<file path="src/rtl/mult_seq_pkg.sv">
// Shared types and constants for the sequential shift-add multiplier that borrows the execute-stage ALU.
package mult_seq_pkg;

    localparam int MUL_WIDTH = 16;
    localparam logic [2:0] MUL_ALU_OP_ADD = 3'b100;

    typedef enum logic [1:0] {
        IDLE = 2'd0,
        RUN  = 2'd1,
        DONE = 2'd2
    } mulStateT;

endpackage

</file>
<file path="src/rtl/mult_seq_dp.sv">
// Multiplier datapath: accumulator, shifting multiplicand/multiplier, iteration counter and result register.
module mult_seq_dp
    import mult_seq_pkg::*;
#(
    parameter int WIDTH = MUL_WIDTH
) (
    input  logic             clk,
    input  logic             rst,
    input  logic             load,
    input  logic             step,
    input  logic             capture,
    input  logic [WIDTH-1:0] opA,
    input  logic [WIDTH-1:0] opB,
    input  logic [WIDTH-1:0] aluOut,
    output logic [WIDTH-1:0] acc,
    output logic [WIDTH-1:0] mcand,
    output logic             mplierLsb,
    output logic             last,
    output logic [WIDTH-1:0] result
);

    localparam int CNT_W = (WIDTH > 1) ? $clog2(WIDTH) : 1;

    logic [WIDTH-1:0] mplier;
    logic [CNT_W-1:0] cnt;

    assign mplierLsb = mplier[0];
    assign last      = (cnt == CNT_W'(WIDTH - 1));

    always_ff @(posedge clk or posedge rst) begin
        if (rst) begin
            acc    <= '0;
            mcand  <= '0;
            mplier <= '0;
            cnt    <= '0;
            result <= '0;
        end else begin
            if (load) begin
                acc    <= '0;
                mcand  <= opA;
                mplier <= opB;
                cnt    <= '0;
            end else if (step) begin
                acc    <= aluOut;
                mcand  <= mcand << 1;
                mplier <= mplier >> 1;
                cnt    <= cnt + CNT_W'(1);
            end
            // Final ALU sum is taken straight from the ALU so result is valid in the DONE cycle.
            if (capture) begin
                result <= aluOut;
            end
        end
    end

endmodule

</file>
<file path="src/rtl/mult_seq_ctrl.sv">
// Sequencer that owns the shared execute-stage ALU for WIDTH cycles to form the low half of a product.
module mult_seq_ctrl
    import mult_seq_pkg::*;
#(
    parameter int         WIDTH      = MUL_WIDTH,
    parameter logic [2:0] ALU_OP_ADD = MUL_ALU_OP_ADD
) (
    input  logic             clk,
    input  logic             rst,
    input  logic             start,
    input  logic [WIDTH-1:0] op_a,
    input  logic [WIDTH-1:0] op_b,
    input  logic             flush,
    input  logic [WIDTH-1:0] alu_out,
    output logic             alu_sel,
    output logic [WIDTH-1:0] alu_a,
    output logic [WIDTH-1:0] alu_b,
    output logic [2:0]       alu_op,
    output logic             inv_a,
    output logic             inv_b,
    output logic             cin,
    output logic             busy,
    output logic             stall,
    output logic             done,
    output logic [WIDTH-1:0] result
);

    mulStateT         state, stateNext;
    logic             load, step, capture;
    logic [WIDTH-1:0] acc, mcand;
    logic             mplierLsb, last;

    mult_seq_dp #(.WIDTH(WIDTH)) uDp (
        .clk       (clk),
        .rst       (rst),
        .load      (load),
        .step      (step),
        .capture   (capture),
        .opA       (op_a),
        .opB       (op_b),
        .aluOut    (alu_out),
        .acc       (acc),
        .mcand     (mcand),
        .mplierLsb (mplierLsb),
        .last      (last),
        .result    (result)
    );

    always_ff @(posedge clk or posedge rst) begin
        if (rst) begin
            state <= IDLE;
        end else begin
            state <= stateNext;
        end
    end

    always_comb begin
        stateNext = state;
        load      = 1'b0;
        step      = 1'b0;
        capture   = 1'b0;
        case (state)
            IDLE: begin
                if (start && !flush) begin
                    load      = 1'b1;
                    stateNext = RUN;
                end
            end
            RUN: begin
                step = 1'b1;
                if (last) begin
                    capture   = 1'b1;
                    stateNext = DONE;
                end
            end
            DONE:    stateNext = IDLE;
            default: stateNext = IDLE;
        endcase
        // Squash wins over everything, including the final capture.
        if (flush) begin
            stateNext = IDLE;
            load      = 1'b0;
            step      = 1'b0;
            capture   = 1'b0;
        end
    end

    // Operands are forced to zero whenever the execute mux is not selecting this block.
    assign alu_sel = (state == RUN);
    assign alu_a   = alu_sel ? acc : '0;
    assign alu_b   = (alu_sel && mplierLsb) ? mcand : '0;
    assign alu_op  = ALU_OP_ADD;
    assign inv_a   = 1'b0;
    assign inv_b   = 1'b0;
    assign cin     = 1'b0;

    assign busy  = (state != IDLE);
    assign stall = (state == RUN) || ((state == IDLE) && start && !flush);
    assign done  = (state == DONE) && !flush;

endmodule

</file>
<file path="config.mk">
export PLATFORM = sky130hd
export DESIGN_NAME = mult_seq_ctrl
export DESIGN_NICKNAME = d
export VERILOG_FILES = /design/src/rtl/mult_seq_pkg.sv /design/src/rtl/mult_seq_dp.sv /design/src/rtl/mult_seq_ctrl.sv
export SDC_FILE = /design/constraint.sdc
export NUM_CORES = 1
export LEC_CHECK = 0
export CAP_MARGIN = 20
export CORE_MARGIN = 8
export CORE_UTILIZATION = 35
export DETAILED_ROUTE_END_ITERATION = 10
export GPL_TIMING_DRIVEN = 0
export SETUP_SLACK_MARGIN = 0.15
export SYNTH_ARGS = -nofsm -noshare
export SYNTH_HDL_FRONTEND = slang
export SYNTH_HIERARCHICAL = 1
export SYNTH_SLANG_ARGS = --single-unit
</file>
<file path="constraint.sdc">
create_clock -name clk -period 6.11 [get_ports clk]
set_input_delay 1.222 -clock clk [delete_from_list [all_inputs] [get_ports clk]]
set_output_delay 1.222 -clock clk [all_outputs]
set_load 0.1 [all_outputs]
</file>
==> results of run 1 <==
## flip-flops by register name, summed over array words and instances (netlist names)
| name | flops |
|---|---|
| state | 2 |
| uDp/acc | 16 |
| uDp/result | 16 |
| uDp/cnt | 4 |
| uDp/mplier | 16 |
| uDp/mcand | 16 |
## worst paths after layout
kind	to	startpoint	slack, ns	cells past startpoint
worst max-delay path	stall	flush	1.70	4
worst min-delay path	uDp/result[7]$_DFFE_PP0P_	uDp/result[7]$_DFFE_PP0P_	0.51	1
worst max register to register	uDp/mplier[15]$_DFFE_PP0P_	state[0]$_DFFE_PP0P_	4.09	5
worst min register to register	uDp/result[7]$_DFFE_PP0P_	uDp/result[7]$_DFFE_PP0P_	0.51	1
max in group asynchronous	uDp/cnt[2]$_DFFE_PP0P_	rst	4.08	2
min in group asynchronous	state[0]$_DFFE_PP0P_	rst	1.12	2
## layer usage
metal / vias to the layer above / global-route usage, % / wire (um)
li1: 1249 / - / -
met1: 1215 / 16.4 / 3890
met2: 63 / 21.1 / 3900
met3: 12 / 4.17 / 535
met4: 0 / 5.50 / 153
met5: - / 0 / 0
## synthesized netlist by cell type, types with 2 or more instances
library cell,instances
o21ai_1,28
inv_1,3
o21ai_0,4
clkbuf_1,3
buf_4,7
and2_1,16
and3_2,3
and3b_2,2
buf_6,7
nor2_1,20
nand2_1,32
and3_1,14
mux2_2,16
buf_8,3
nand2b_1,3
buf_2,6
dfrtp_1,70
mux2i_1,47
conb_1,2
## cell type report
type                    count  area (um2)  area share, %
plain buffers              27         238           4.93
clock buffers              12         165           3.43
clock inverters             3        42.5          0.882
inverters                   3        13.8          0.285
multi-input cells         206        1410           29.3
flip-flops and latches     70        1750           36.3
well taps                 133         166           3.45
repair buffers            103        1030           21.4
## stage by stage
step	power, mW	worst slack [ns]	area [um2]
final	1.31	1.70	4820
after CTS	1.33	1.70	4820
after floorplan	0.828	1.48	3410
after detailed placement	0.933	1.70	4610
after global placement	0.926	1.71	4610
after global routing	1.38	1.63	4820
## logic make-up (layout without fill, tap and decap cells)
family          after synthesis  in the layout  synth area share (%)
simple gates                 98             98                  15.1
flops                        70             70                  51.5
mux                          64             64                  19.6
compound gates               36             36                  5.67
buf+inv                      30            148                  7.32
other cells                   2              6                 0.221
fa+ha+maj                     1              1                 0.368
xor+xnor                      1              1                 0.258
## power breakdown
part | leakage (nW) | total [mW] | internal, mW | switching, mW
sequential | 0.910 | 0.576 | 0.532 | 0.0440
clock | 0.104 | 0.386 | 0.219 | 0.167
combinational | 1.13 | 0.344 | 0.126 | 0.218
total | 2.14 | 1.31 | 0.877 | 0.429
==> results.tsv, run 1 <==
stage	metric	value	unit
grt	grt_usage	13.3	%
layout	mostFrequentLayoutCells	clkdlybuf4s50_1 (103), dfrtp_1 (70), mux2i_1 (47)	
critical_path	crit_top_cell	clkdlybuf4s50_1	
layout	post-route-util	50.3	%
clocking	postCtsHoldBufs	0	
sta	drv_slew	0	
logic_synthesis	avgSynthCellArea	11.3	um2
logic_synthesis	synth_warnings	6	
critical_path	cp_data_arrival_time	3.19	ns
clocking	ctsResizeCount	0	
clocking	numCtsBuffers	9	
status	status	finished clean	
floorplan	ioPinCount	110	
floorplan	die_width	115	um
sta	worst_pin_slew	1.00	ns
grt	antenna_found_initial	0	
floorplan	rows	36	
clocking	insertion_delay	0.34	ns
sta	slew_headroom	32.8	%
floorplan	core_area	9590	um2
sta	clock_skew	0.0110	ns
sta	post-route-period-util	72.2	%
logic_synthesis	synth_top_area_cell	dfrtp_1	
clocking	clock_path_buffers	2	
floorplan	die_h	115	um
layout	finalNonFillerCells	557	
layout	layout-drive-gt1-share	15.6	%
detailed_routing	drtAntennaViolNets	0	
critical_path	cp-end-kind	primary output	
floorplan	die_area	13100	um2
placement	dp_cells	542	
sta	timing.hold.ws	0.508	ns
critical_path	crit_path_cell_trace	clkdlybuf4s50_1 -> nand2b_1 -> a21oi_1 -> clkdlybuf4s50_1	
sta	fin_tns_setup	0	ns
detailed_routing	wl	8480	um
critical_path	start_kind	primary input	
detailed_routing	first_pass_iters	4	
critical_path	crit_path_top_delay_cell	clkdlybuf4s50_1	
critical_path	required	4.89	ns
layout	n_fill_cell	924	
sta	hold_viol_final	0	
clocking	postCtsSetupRepairBufs	0	
critical_path	crit_path_max_incr_delay	1.15	ns
power	ir_drop	0.133	mV
layout	nets	473	
placement	hpwl	6220	um
power	power_leakage	2.14	nW
logic_synthesis	synth_top_flop_cell	dfrtp_1	
logic_synthesis	synth_area	3400	um2
critical_path	path_delay_family	buffers and inverters	
detailed_routing	drt_iter0_drc	57	
logic_synthesis	synth_edf_count	0	
logic_synthesis	ys_seq_elements	70	
layout	area_delta_synth_final	41.8	%
clocking	root_buffer	clkbuf_8	
logic_synthesis	yosysTopAreaCellShare	51.5	%
layout	antennaDiodeCount	0	
critical_path	worstSetupPathType	primary input to primary output	
detailed_routing	vias_per_cell	4.56	
detailed_routing	vias	2539	
run	max_cap_viol_count	0	
critical_path	cp_max_fo	7	
logic_synthesis	netlist_instances	302	
sta	setup_viol_count_final	0	
sta	max_freq	227	MHz
layout	mostFrequentLayoutCell	clkdlybuf4s50_1	
placement	port-buffer-count	103	
floorplan	start_util	35.4	%
clocking	cts_tree	done	
placement	gp_congestion	0.739	
critical_path	crit_buf_inv	2	
clocking	clk_pin_slew_worst_paths	0.07	ns
sta	rsz0062_at_grt	no	
power	powerDensity	271	nW/um2
grt	gr-total-overflow	0	
detailed_routing	wl_per_cell	15.2	um
logic_synthesis	synth_area_leaders	dfrtp_1 (52%), mux2i_1 (14%), mux2_2 (5.3%)	
grt	grt_max_degree	69	
logic_synthesis	seq_area_frac_synth	51.5	%
grt	grt_pass1_wl	13900	um
grt	grt_pass1_vias	2710	
min_path	worstHoldPathType	flip-flop to flip-flop	
sta	finalCriticalPeriod	4.41	ns
clocking	clock-sinks	70	
logic_synthesis	yosysUniqueCellTypes	35	
logic_synthesis	synth-async-reset-ratio	100	%
detailed_routing	drc	0	
clocking	htreeDepth	3	
Power figures use the tool's default switching activity.
==> run 2: changes to the inputs <==
==> constraint.sdc (replaced) <==
create_clock -name clk -period 4.1 [get_ports clk]
set_input_delay 0.82 -clock clk [delete_from_list [all_inputs] [get_ports clk]]
set_output_delay 0.82 -clock clk [all_outputs]
set_load 0.1 [all_outputs]
==> results of run 2 <==
Same layout as run 1 (identical final DEF). Status: finished clean.
Among the figures that moved: setup slack after placement 1.70 ns -> 0.490 ns; setup slack after layout 1.70 ns -> 0.495 ns; register-to-register setup slack 4.09 ns -> 2.08 ns; total power 1.31 mW -> 1.95 mW; worst IR drop on VDD 0.133 mV -> 0.198 mV
